==> src/rtl/ramb4_arb_pkg.sv <==
// rtl/ramb4_arb_pkg.sv - shared types and read latency for the two-port RAMB4 arbiter
// Read latency is 3 when RAMB4_ARB_DOUT_REG_EN is defined, otherwise 2.
package ramb4_arb_pkg;

  typedef enum logic [1:0] {
    IDLE = 2'd0,
    ACC0 = 2'd1,
    ACC1 = 2'd2
  } owner_e;

  typedef logic req_id_t;

`ifdef RAMB4_ARB_DOUT_REG_EN
  localparam int unsigned RD_LAT = 3;
`else
  localparam int unsigned RD_LAT = 2;
`endif

endpackage

==> src/rtl/ramb4_arb_rr2.sv <==
// rtl/ramb4_arb_rr2.sv - two-way round-robin winner, one-hot grant
// last_i is the requester granted most recently; the other one wins a tie.
module ramb4_arb_rr2
  import ramb4_arb_pkg::*;
(
  input  logic [1:0] req_i,
  input  req_id_t    last_i,
  output logic [1:0] gnt_o
);

  always_comb begin
    gnt_o = 2'b00;
    case (req_i)
      2'b01:   gnt_o = 2'b01;
      2'b10:   gnt_o = 2'b10;
      2'b11:   gnt_o = last_i ? 2'b01 : 2'b10;
      default: gnt_o = 2'b00;
    endcase
  end

endmodule

==> src/rtl/ramb4_port_arb.sv <==
// rtl/ramb4_port_arb.sv - arbitrates two requesters onto one RAMB4 port, returns tagged read data
// RAMB4_ARB_DOUT_REG_EN adds one output register on DOUT/VLD (read latency 3).
module ramb4_port_arb
  import ramb4_arb_pkg::*;
#(
  parameter int ADDR_W = 9,
  parameter int DATA_W = 8
) (
  input  logic              clk,
  input  logic              rst_n,
  input  logic              req0_i,
  input  logic              we0_i,
  input  logic [ADDR_W-1:0] addr0_i,
  input  logic [DATA_W-1:0] din0_i,
  output logic              gnt0_o,
  output logic              vld0_o,
  input  logic              req1_i,
  input  logic              we1_i,
  input  logic [ADDR_W-1:0] addr1_i,
  input  logic [DATA_W-1:0] din1_i,
  output logic              gnt1_o,
  output logic              vld1_o,
  output logic [DATA_W-1:0] dout_o,
  output logic              ram_en_o,
  output logic              ram_we_o,
  output logic              ram_rst_o,
  output logic [ADDR_W-1:0] ram_addr_o,
  output logic [DATA_W-1:0] ram_di_o,
  input  logic [DATA_W-1:0] ram_do_i
);

  logic              run_q;
  req_id_t           last_q, last_d;
  owner_e            state_q, state_d;
  logic [1:0]        win, gnt;
  logic              ram_en_q, ram_en_d, ram_we_q, ram_we_d;
  logic [ADDR_W-1:0] ram_addr_q, ram_addr_d;
  logic [DATA_W-1:0] ram_di_q, ram_di_d;
  logic [1:0]        vld_q, vld_d;
  logic [DATA_W-1:0] dout_q, dout_d;

  ramb4_arb_rr2 u_rr2 (
    .req_i  ({req1_i, req0_i}),
    .last_i (last_q),
    .gnt_o  (win)
  );

  // run_q keeps grants off until the first edge after reset release
  assign gnt    = win & {2{run_q}};
  assign gnt0_o = gnt[0];
  assign gnt1_o = gnt[1];

  always_comb begin
    state_d    = IDLE;
    last_d     = last_q;
    ram_en_d   = 1'b0;
    ram_we_d   = 1'b0;
    ram_addr_d = ram_addr_q;
    ram_di_d   = ram_di_q;
    if (gnt[0]) begin
      state_d    = ACC0;
      last_d     = 1'b0;
      ram_en_d   = 1'b1;
      ram_we_d   = we0_i;
      ram_addr_d = addr0_i;
      ram_di_d   = din0_i;
    end else if (gnt[1]) begin
      state_d    = ACC1;
      last_d     = 1'b1;
      ram_en_d   = 1'b1;
      ram_we_d   = we1_i;
      ram_addr_d = addr1_i;
      ram_di_d   = din1_i;
    end
  end

  // The owner state during the RAM cycle tags the data that appears on RAM_DO next cycle
  assign vld_d  = {(state_q == ACC1) && !ram_we_q, (state_q == ACC0) && !ram_we_q};
  assign dout_d = (|vld_q) ? ram_do_i : dout_q;

  always_ff @(posedge clk or negedge rst_n) begin
    if (!rst_n) begin
      run_q      <= 1'b0;
      last_q     <= 1'b1;
      state_q    <= IDLE;
      ram_en_q   <= 1'b0;
      ram_we_q   <= 1'b0;
      ram_addr_q <= '0;
      ram_di_q   <= '0;
      vld_q      <= 2'b00;
      dout_q     <= '0;
    end else begin
      run_q      <= 1'b1;
      last_q     <= last_d;
      state_q    <= state_d;
      ram_en_q   <= ram_en_d;
      ram_we_q   <= ram_we_d;
      ram_addr_q <= ram_addr_d;
      ram_di_q   <= ram_di_d;
      vld_q      <= vld_d;
      dout_q     <= dout_d;
    end
  end

  if (RD_LAT > 2) begin : g_dout_reg
    logic [1:0] vld_out_q;
    always_ff @(posedge clk or negedge rst_n) begin
      if (!rst_n) vld_out_q <= 2'b00;
      else        vld_out_q <= vld_q;
    end
    assign vld0_o = vld_out_q[0];
    assign vld1_o = vld_out_q[1];
    assign dout_o = dout_q;
  end else begin : g_dout_comb
    assign vld0_o = vld_q[0];
    assign vld1_o = vld_q[1];
    assign dout_o = dout_d;
  end

  assign ram_en_o   = ram_en_q;
  assign ram_we_o   = ram_we_q;
  assign ram_rst_o  = 1'b0;
  assign ram_addr_o = ram_addr_q;
  assign ram_di_o   = ram_di_q;

endmodule

==> config.mk <==
export PLATFORM = sky130hd
export DESIGN_NAME = ramb4_port_arb
export DESIGN_NICKNAME = d
export VERILOG_FILES = /design/src/rtl/ramb4_arb_pkg.sv /design/src/rtl/ramb4_arb_rr2.sv /design/src/rtl/ramb4_port_arb.sv
export SDC_FILE = /design/constraint.sdc
export NUM_CORES = 1
export LEC_CHECK = 0
export ABC_AREA = 1
export CAP_MARGIN = 10
export CELL_PAD_IN_SITES_DETAIL_PLACEMENT = 1
export CELL_PAD_IN_SITES_GLOBAL_PLACEMENT = 1
export CORE_ASPECT_RATIO = 1.1
export CORE_MARGIN = 3
export CORE_UTILIZATION = 30
export CTS_BUF_LIST = sky130_fd_sc_hd__clkbuf_4 sky130_fd_sc_hd__clkbuf_8
export CTS_CLUSTER_DIAMETER = 120
export DETAILED_ROUTE_END_ITERATION = 6
export PLACE_DENSITY = 0.87
export SYNTH_ARGS = -nofsm -noshare
export SYNTH_HDL_FRONTEND = slang
export SYNTH_SLANG_ARGS = --single-unit
==> constraint.sdc <==
create_clock -name clk -period 2.7 [get_ports clk]
set_clock_uncertainty 0.15 [all_clocks]
set_input_delay 0.54 -clock clk [delete_from_list [all_inputs] [get_ports clk]]
set_output_delay 0.54 -clock clk [all_outputs]
set_load 0.1 [all_outputs]
==> qor.csv, run 1 <==
stage,metric,value,unit
status,outcome,finished clean,
global_route,overflow,0,
pwr,p_clk_frac,0.182,
logic_synthesis,netlist_area,1440,sq um
pwr,pwr_density_cell,837,nW/um^2
floorplan,core_region_area,4470,sq um
pwr,p_leak,1.12,nW
worst_setup_path,reg2reg_from,run_q,
pwr,switching_power,0.943,mW
logic_synthesis,yosys_warnings,0,
logic_synthesis,synthSimpleGateAreaFrac,0.316,
finish,nNetsFinal,283,
timing,tightestPinTransition,0.524,ns
floorplan,die_h,78.6,microns
clocking,post_cts_buffers,0,
global_route,grt_first_pass_wirelength,7580,microns
pwr,ir_drop,0.000307,V
worst_setup_path,crit_fanout,10,
routing,via_per_inst,5.02,
logic_synthesis,ys_seq_elements,33,
clocking,cts_resized,0,
logic_synthesis,synth_edf_count,0,
routing,wl_per_cell,16.1,microns
routing,dr_total_vias,1457,
job,cap_viol_max_count,0,
pwr,power_frac_comb,0.508,
logic_synthesis,ys_types,17,
worst_setup_path,crit_start,vld_q[1],
pwr,power.internal,1.04,mW
global_route,antenna_found_initial,0,
logic_synthesis,ys_top_cells_by_area,"dfrtp_1, nand3_1, nand2_1, o21ai_0, buf_6",
timing,finalHoldViolations,0,
logic_synthesis,yosysMostFrequentCell,nand3_1,
logic_synthesis,syn_avg_cell_area,9.22,sq um
min_path,hp-start,state_q[0],
clocking,cts_buffers,5,
placement,portBuffers,78,
timing,period_needed,2.38,ns
timing,max-slew-margin-rel,0.649,
global_route,grt_max_degree,34,
routing,wl,4660,microns
routing,drtAntennaViolNets,0,
timing,setup_viol,0,
worst_setup_path,worstPathArrival,1.69,ns
clocking,cts_tree,yes,
finish,drive_above_1_share,0.216,
placement,dpl.hpwl,3490,microns
floorplan,die_w,72.0,microns
floorplan,die-area,5660,sq um
timing,drv_slew,0,
logic_synthesis,ys.flop_type,dfrtp_1,
floorplan,core.rowCount,25,
finish,seq_area,827,sq um
logic_synthesis,synthXorXnorAreaFrac,0,
timing,fin_tns_setup,0,ns
clocking,clk_pin_slew,0.07,ns
placement,dp_cells,282,
pwr,power_frac_seq,0.310,
min_path,hold_path.class,flip-flop to flip-flop,
timing,timing.final.crit_share,0.883,
logic_synthesis,syn_inst,156,
logic_synthesis,syn_nets,204,
floorplan,start_util,0.322,
routing,drc,0,
clocking,clock_latency,0.28,ns
finish,antenna_cells,0,
clocking,clkSinkCount,33,
logic_synthesis,ys_seq_area_frac,0.575,
logic_synthesis,async_reset_ff_frac,1.00,
finish,finalNonFillerCells,290,
logic_synthesis,synth_common_cells,"nand3_1, dfrtp_1, nand2_1, o21ai_0",
worst_setup_path,endpoint_kind,output pin,
logic_synthesis,yosys.area.top_type,dfrtp_1,
clocking,htree_levels,2,
finish,area_growth,65.1,%
timing,grt_setup_unrepaired,false,
placement,place_congestion,0.743,
finish,multiInputGateArea,529,sq um
floorplan,ios,80,
finish,utilization,0.531,
global_route,grt_pass1_vias,1577,
worst_setup_path,critPathLaunchType,flip-flop,
logic_synthesis,synth_compound_area_frac,0.0443,
finish,n_fill_cell,507,
routing,drt_iter0_markers,68,
global_route,grt_usage,0.172,
logic_synthesis,synth_adder_area_share,0,
worst_setup_path,crit_type,flip-flop to output pin,
logic_synthesis,yosysTopAreaCellShare,0.557,
pwr,finalPower,1.99,mW
logic_synthesis,synth.area.mux_share,0,
routing,firstDrtPassIters,4,
clocking,root_buffer,clkbuf_8,
clocking,cts_buffer_depth,2,
pwr,switching_share,0.474,
timing,timing.fmax,420,MHz
worst_setup_path,required,2.01,ns
logic_synthesis,synth_top_family_by_area,simple AND/OR/NAND/NOR gates,
clocking,hold_buffers,0,
layer usage:
metal  GRT usage  wire length (microns)
met1       0.205                   1990
met2       0.311                   2380
met3      0.0333                    255
met4      0.0470                     38
met5           0                      0
power by group through the flow:
stage          Clock [mW]  Combinational (mW)  Sequential (mW)
6_report            0.362                1.01            0.616
5_1_grt             0.393                1.05            0.627
4_1_cts             0.370                1.02            0.617
3_5_place_dp            0                1.02            0.625
3_3_place_gp            0                1.01            0.618
2_1_floorplan           0               0.372            0.922
through the flow:
stage	hold WS [ns]	setup WS, ns	cell area, sq um
after floorplan	0.0944	0.0178	1440
after global placement	0.264	0.390	2290
after detailed placement	0.293	0.355	2290
after CTS	0.300	0.269	2380
after global routing	0.335	0.0938	2380
final	0.294	0.317	2380
cell type report:
type | count | share of cell area
clock inverter | 2 | 0.00421
inverter | 4 | 0.00632
tap | 54 | 0.0284
multi-input combinational | 110 | 0.223
sequential | 33 | 0.348
timing repair buffer | 81 | 0.358
clock buffer | 6 | 0.0321
cells by family after synthesis:
family,count (synthesis)
simple gates,96
other cells,2
flops,33
compound gates,12
buf+inv,13
path summary, 6_finish.rpt:
path,endpoint,slack (ns),cells after the start
max in group asynchronous,last_q,1.53,2
min in group asynchronous,ram_di_o[0],0.54,2
setup / recovery,dout_o[7],0.32,4
hold / removal,vld_q[1],0.29,1
hold reg to reg,vld_q[1],0.29,1
setup reg to reg,ram_di_o[1],1.24,5
cell usage in the layout (no fill, tap or decap):
cell / instances
dfrtp_1: 32
nand3_1: 68
conb_1: 2
nand2_1: 22
nor2_1: 2
dfstp_2: 1
nor3_1: 1
o21ai_0: 8
nand2_2: 3
clkinv_2: 2
clkdlybuf4s50_1: 47
inv_1: 1
buf_12: 10
clkbuf_8: 5
buf_4: 24
a21oi_1: 2
a21oi_2: 2
inv_2: 3
clkbuf_4: 1
flip-flops by register name, summed over array words and instances (netlist names):
register	count
dout_q	8
last_q	1
ram_addr_o	9
ram_di_o	8
ram_en_o	1
ram_we_o	1
run_q	1
state_q	2
vld_q	2
critical path, cell delays in order, from the launching register on:
cell and delay [ns]:
dfrtp_1 0.48, nor2_1 0.47, nand2_1 0.11, nand2_1 0.17, buf_12 0.19
No activity file was read; power rests on OpenSTA's default activity.
==> run 2, diff against run 1 <==
--- a/config.mk
+++ b/config.mk
@@ -11,11 +11,10 @@
 export CELL_PAD_IN_SITES_GLOBAL_PLACEMENT = 1
 export CORE_ASPECT_RATIO = 1.1
 export CORE_MARGIN = 3
-export CORE_UTILIZATION = 30
-export CTS_BUF_LIST = sky130_fd_sc_hd__clkbuf_4 sky130_fd_sc_hd__clkbuf_8
+export CORE_UTILIZATION = 27
 export CTS_CLUSTER_DIAMETER = 120
 export DETAILED_ROUTE_END_ITERATION = 6
-export PLACE_DENSITY = 0.87
+export PLACE_DENSITY = 0.79
 export SYNTH_ARGS = -nofsm -noshare
 export SYNTH_HDL_FRONTEND = slang
 export SYNTH_SLANG_ARGS = --single-unit
==> constraint.sdc (replaced) <==
create_clock -name clk -period 2.6 [get_ports clk]
set_clock_uncertainty 0.15 [all_clocks]
set_input_delay 0.52 -clock clk [delete_from_list [all_inputs] [get_ports clk]]
set_output_delay 0.52 -clock clk [all_outputs]
set_load 0.1 [all_outputs]
==> qor.csv, run 2 (same netlist as run 1, synthesis figures left out) <==
stage,metric,value,unit,change
timing,timing.final.crit_share,0.876,,
finish,final_common_cell,nand3_1,,unchanged
clocking,root_buffer,clkbuf_8,,unchanged
routing,wl_per_cell,16.6,microns,was 16.1 microns
clocking,clock_latency,0.27,ns,was 0.28 ns
pwr,pwr_density_cell,879,nW/um^2,was 837 nW/um^2
floorplan,die_w,75.6,microns,was 72.0 microns
routing,via_per_inst,5.04,,was 5.02
status,outcome,finished clean,,unchanged
floorplan,core.rowCount,27,,was 25
pwr,ir_drop,0.000339,V,was 0.000307 V
placement,portBuffers,78,,unchanged
global_route,grt_usage,0.165,,was 0.172
finish,n_fill_cell,592,,was 507
min_path,hold_path.class,flip-flop to flip-flop,,unchanged
timing,grt_setup_unrepaired,false,,unchanged
finish,antenna_cells,0,,unchanged
worst_setup_path,r2r_slack,1.14,ns,was 1.24 ns
timing,setup_viol,0,,unchanged
global_route,grt_max_degree,34,,unchanged
clocking,post_cts_buffers,0,,unchanged
worst_setup_path,required,1.93,ns,was 2.01 ns
clocking,clk_pin_slew,0.07,ns,about the same
placement,place_congestion,0.668,,was 0.743
floorplan,ios,80,,unchanged
worst_setup_path,rr_endpoint,ram_addr_o[7],,was ram_di_o[1]
worst_setup_path,ff2ff_path_depth,5,,unchanged
routing,wl,4870,microns,was 4660 microns
floorplan,die_h,82.6,microns,was 78.6 microns
worst_setup_path,crit_start,req0_i,,was vld_q[1]
finish,area_growth,68.1,%,was 65.1%
clocking,clkSinkCount,33,,unchanged
global_route,overflow,0,,unchanged
finish,final_cell_mix,"nand3_1, clkdlybuf4s50_1, dfrtp_1",,unchanged
worst_setup_path,worstPathArrival,1.61,ns,was 1.69 ns
clocking,hold_buffers,0,,unchanged
clocking,cts_buffer_depth,2,,unchanged
global_route,grt_pass1_vias,1600,,"was 1,577"
timing,timing.fmax,439,MHz,
finish,nNetsFinal,283,,unchanged
timing,period_needed,2.28,ns,
job,cap_viol_max_count,0,,unchanged
clocking,cts_buffers,5,,unchanged
routing,firstDrtPassIters,4,,unchanged
worst_setup_path,crit_type,input pin to output pin,,was flip-flop to output pin
global_route,grt_first_pass_wirelength,7800,microns,was 7580 microns
floorplan,die-area,6240,sq um,was 5660 sq um
global_route,antenna_found_initial,0,,unchanged
clocking,htree_levels,2,,unchanged
worst_setup_path,critPathLaunchType,input pin,,was flip-flop
routing,dr_total_vias,1483,,"was 1,457"
worst_setup_path,setup.worst_path.end,gnt0_o,,was dout_o[7]
pwr,p_leak,1.12,nW,about the same
timing,fin_tns_setup,0,ns,unchanged
finish,utilization,0.477,,was 0.531
min_path,hp-start,state_q[0],,unchanged
finish,largest_register_ffs,9,,unchanged
routing,drc,0,,unchanged
worst_setup_path,crit_fanout,4,,was 10
routing,drt_iter0_markers,63,,was 68
floorplan,core_region_area,5070,sq um,was 4470 sq um
clocking,cts_tree,yes,,unchanged
floorplan,start_util,0.284,,was 0.322
timing,drv_slew,0,,unchanged
finish,drive_above_1_share,0.254,,was 0.216
clocking,cts_resized,0,,unchanged
worst_setup_path,endpoint_kind,output pin,,unchanged
routing,drtAntennaViolNets,0,,unchanged
timing,finalHoldViolations,0,,unchanged
placement,dpl.hpwl,3590,microns,was 3490 microns
worst_setup_path,reg2reg_from,run_q,,unchanged
==> run 2: final cells by class <==
cell class                 instances  area, sq um  area share
inverter                           4         15.0     0.00621
sequential                        33          827       0.342
clock buffer                       7         96.3      0.0398
timing repair buffer              81          851       0.352
multi-input combinational        110          552       0.228
clock inverter                     1         5.00     0.00207
tap                               58         72.6      0.0300
==> run 2: worst max-delay path: stages <==
cell	delay [ns]
clkdlybuf4s50_1	0.56
nand2_2	0.08
a21oi_2	0.23
buf_12	0.21
==> run 2: worst min-delay path by stage <==
| stage | end | slack, ns | depth (start not counted) |
|---|---|---|---|
| global route | vld_q[1] | 0.33 | 1 |
| detailed placement | vld_q[1] | 0.28 | 1 |
| CTS | vld_q[1] | 0.29 | 1 |
| floorplan | dout_q[0] | 0.07 | 0 |
| global placement | vld_q[1] | 0.27 | 1 |
| finish | vld_q[1] | 0.29 | 1 |
==> run 2: metal layers <==
| metal | wire [microns] | vias up | global-route usage |
|---|---|---|---|
| met1 | 2080 | 735 | 0.203 |
| li1 | - | 693 | - |
| met2 | 2490 | 53 | 0.292 |
| met5 | 0 | - | 0 |
| met3 | 298 | 2 | 0.0436 |
| met4 | 3 | 0 | 0.0280 |
==> run 2: report_power, final <==
group | switching (mW) | internal (mW)
clock | 0.186 | 0.239
combinational | 0.761 | 0.303
sequential | 0.0438 | 0.594
total | 0.990 | 1.14
==> run 2: through the flow <==
stage / power, mW / setup slack (ns) / area [sq um] / hold WS (ns) / std cells
after global routing: 2.22 / 0.225 / 2420 / 0.334 / 294
after global placement: 1.70 / 0.332 / 2310 / 0.270 / 286
after floorplan: 1.36 / 0.174 / 1460 / 0.0744 / 156
after detailed placement: 1.72 / 0.306 / 2310 / 0.277 / 286
final: 2.13 / 0.322 / 2420 / 0.287 / 294
after CTS: 2.16 / 0.178 / 2420 / 0.293 / 294
==> run 3, diff against run 2 <==
--- a/config.mk
+++ b/config.mk
@@ -14,7 +14,7 @@
 export CORE_UTILIZATION = 27
 export CTS_CLUSTER_DIAMETER = 120
 export DETAILED_ROUTE_END_ITERATION = 6
-export PLACE_DENSITY = 0.79
+export PLACE_DENSITY_LB_ADDON = 0.1
 export SYNTH_ARGS = -nofsm -noshare
 export SYNTH_HDL_FRONTEND = slang
 export SYNTH_SLANG_ARGS = --single-unit
==> qor.csv, run 3 (same netlist as run 1, synthesis figures left out) <==
stage,metric,value,unit,change
finish,area_growth,66.9,%,was 68.1%
finish,antenna_cells,0,,unchanged
routing,firstDrtPassIters,4,,unchanged
clocking,cts_resized,0,,unchanged
worst_setup_path,ff2ff_path_depth,5,,unchanged
timing,timing.fmax,427,MHz,was 439 MHz
pwr,pwr_density_cell,869,nW/um^2,was 879 nW/um^2
placement,portBuffers,78,,unchanged
global_route,met3_usage,0.0521,,was 0.0436
global_route,grt_first_pass_wirelength,8000,microns,was 7800 microns
routing,drc,0,,unchanged
floorplan,start_util,0.284,,unchanged
clocking,hold_buffers,0,,unchanged
clocking,cts_tree,yes,,unchanged
floorplan,core.rowCount,27,,unchanged
finish,final_cell_mix,"nand3_1, clkdlybuf4s50_1, dfrtp_1",,unchanged
clocking,clkSinkCount,33,,unchanged
floorplan,core_region_area,5070,sq um,unchanged
routing,wl,4880,microns,was 4870 microns
worst_setup_path,setup.worst_path.end,gnt0_o,,unchanged
pwr,p_leak,1.11,nW,was 1.12 nW
routing,via_per_inst,5.02,,was 5.04
worst_setup_path,r2r_slack,1.10,ns,was 1.14 ns
worst_setup_path,rr_endpoint,ram_di_o[1],,was ram_addr_o[7]
finish,fin_area,2400,sq um,was 2420 sq um
worst_setup_path,reg2reg_from,run_q,,unchanged
worst_setup_path,endpoint_kind,output pin,,unchanged
worst_setup_path,crit_start,req0_i,,unchanged
global_route,grt_max_degree,34,,unchanged
routing,drtAntennaViolNets,0,,unchanged
clocking,clock_latency,0.28,ns,was 0.27 ns
worst_setup_path,required,1.93,ns,about the same
finish,final_common_cell,nand3_1,,unchanged
timing,fin_tns_setup,0,ns,unchanged
clocking,post_cts_buffers,0,,unchanged
pwr,ir_drop,0.000372,V,was 0.000339 V
worst_setup_path,crit_fanout,4,,unchanged
global_route,gr-usage-met1,0.233,,was 0.203
placement,placed_area,2310,sq um,unchanged
timing,drv_slew,0,,unchanged
clocking,cts_buffers,5,,unchanged
timing,setup_viol,0,,unchanged
routing,wl_per_cell,16.6,microns,about the same
floorplan,ios,80,,unchanged
clocking,clk_pin_slew,0.07,ns,about the same
timing,grt_setup_unrepaired,false,,unchanged
worst_setup_path,worstPathArrival,1.67,ns,was 1.61 ns
floorplan,die_h,82.6,microns,unchanged
status,outcome,finished clean,,unchanged
routing,drt_iter0_markers,41,,was 63
clocking,htree_levels,2,,unchanged
worst_setup_path,crit_type,input pin to output pin,,unchanged
timing,period_needed,2.34,ns,was 2.28 ns
finish,nNetsFinal,283,,unchanged
clocking,cts_buffer_depth,2,,unchanged
clocking,root_buffer,clkbuf_8,,unchanged
global_route,grt_usage,0.171,,was 0.165
floorplan,die_w,75.6,microns,unchanged
finish,drive_above_1_share,0.243,,was 0.254
global_route,overflow,0,,unchanged
floorplan,die-area,6240,sq um,unchanged
global_route,use_met2,0.258,,was 0.292
timing,finalHoldViolations,0,,unchanged
global_route,grt_pass1_vias,1562,,"was 1,600"
global_route,antenna_found_initial,0,,unchanged
timing,timing.final.crit_share,0.900,,was 0.876
global_route,grt.busiest_layer,met2,,unchanged
finish,largest_register_ffs,9,,unchanged
placement,dpl.hpwl,3620,microns,was 3590 microns
job,cap_viol_max_count,0,,unchanged
routing,dr_total_vias,1471,,"was 1,483"
min_path,hold_path.class,flip-flop to flip-flop,,unchanged
worst_setup_path,critPathLaunchType,input pin,,unchanged
placement,place_congestion,0.809,,was 0.668
-- run 3: cell count changes in the layout (fill, tap and decap cells not counted) --
cell      change
clkinv_2      -1
nor2_2        -1
clkbuf_8      -1
nor2_1        +1
clkbuf_1      +1
-- run 3: critical path: stages --
cell and delay [ns]:
clkdlybuf4s50_1 0.57, nand2_2 0.09, a21oi_2 0.27, buf_12 0.22
-- run 3: metal layers --
metal	vias up	wire [microns]
li1	692	-
met1	717	2200
met2	60	2320
met3	2	328
met4	0	29
met5	-	0
-- run 3: layout make-up --
cell class	instances	area [sq um]
clock buffer	7	86.3
fill	592	2670
inverter	4	15.0
multi-input combinational	110	549
sequential	33	827
tap	58	72.6
timing repair buffer	81	851
-- run 3: power breakdown --
group	total (mW)	internal, mW	switching [mW]
clock network	0.386	0.210	0.176
logic	1.06	0.302	0.762
registers	0.637	0.594	0.0428
total	2.09	1.11	0.980
-- run 3: worst min path at each step --
stage | startpoint | to | slack [ns] | depth (start not counted)
floorplan | rst_n | dout_q[0] | 0.07 | 0
global placement | state_q[0] | vld_q[1] | 0.27 | 1
detailed placement | state_q[0] | vld_q[1] | 0.29 | 1
CTS | state_q[0] | vld_q[1] | 0.30 | 1
global route | state_q[0] | vld_q[1] | 0.31 | 1
finish | state_q[0] | vld_q[1] | 0.30 | 1
-- run 3: per-stage QoR --
stage / util / instances / hold slack (ns) / setup WS, ns / power (mW)
2_1_floorplan: - / 156 / 0.0744 / 0.174 / 1.36
6_report: 0.474 / 293 / 0.296 / 0.261 / 2.09
3_3_place_gp: 0.457 / 286 / 0.271 / 0.335 / 1.70
4_1_cts: 0.474 / 293 / 0.301 / 0.255 / 2.12
5_1_grt: 0.474 / 293 / 0.313 / 0.152 / 2.18
3_5_place_dp: 0.457 / 286 / 0.285 / 0.270 / 1.72
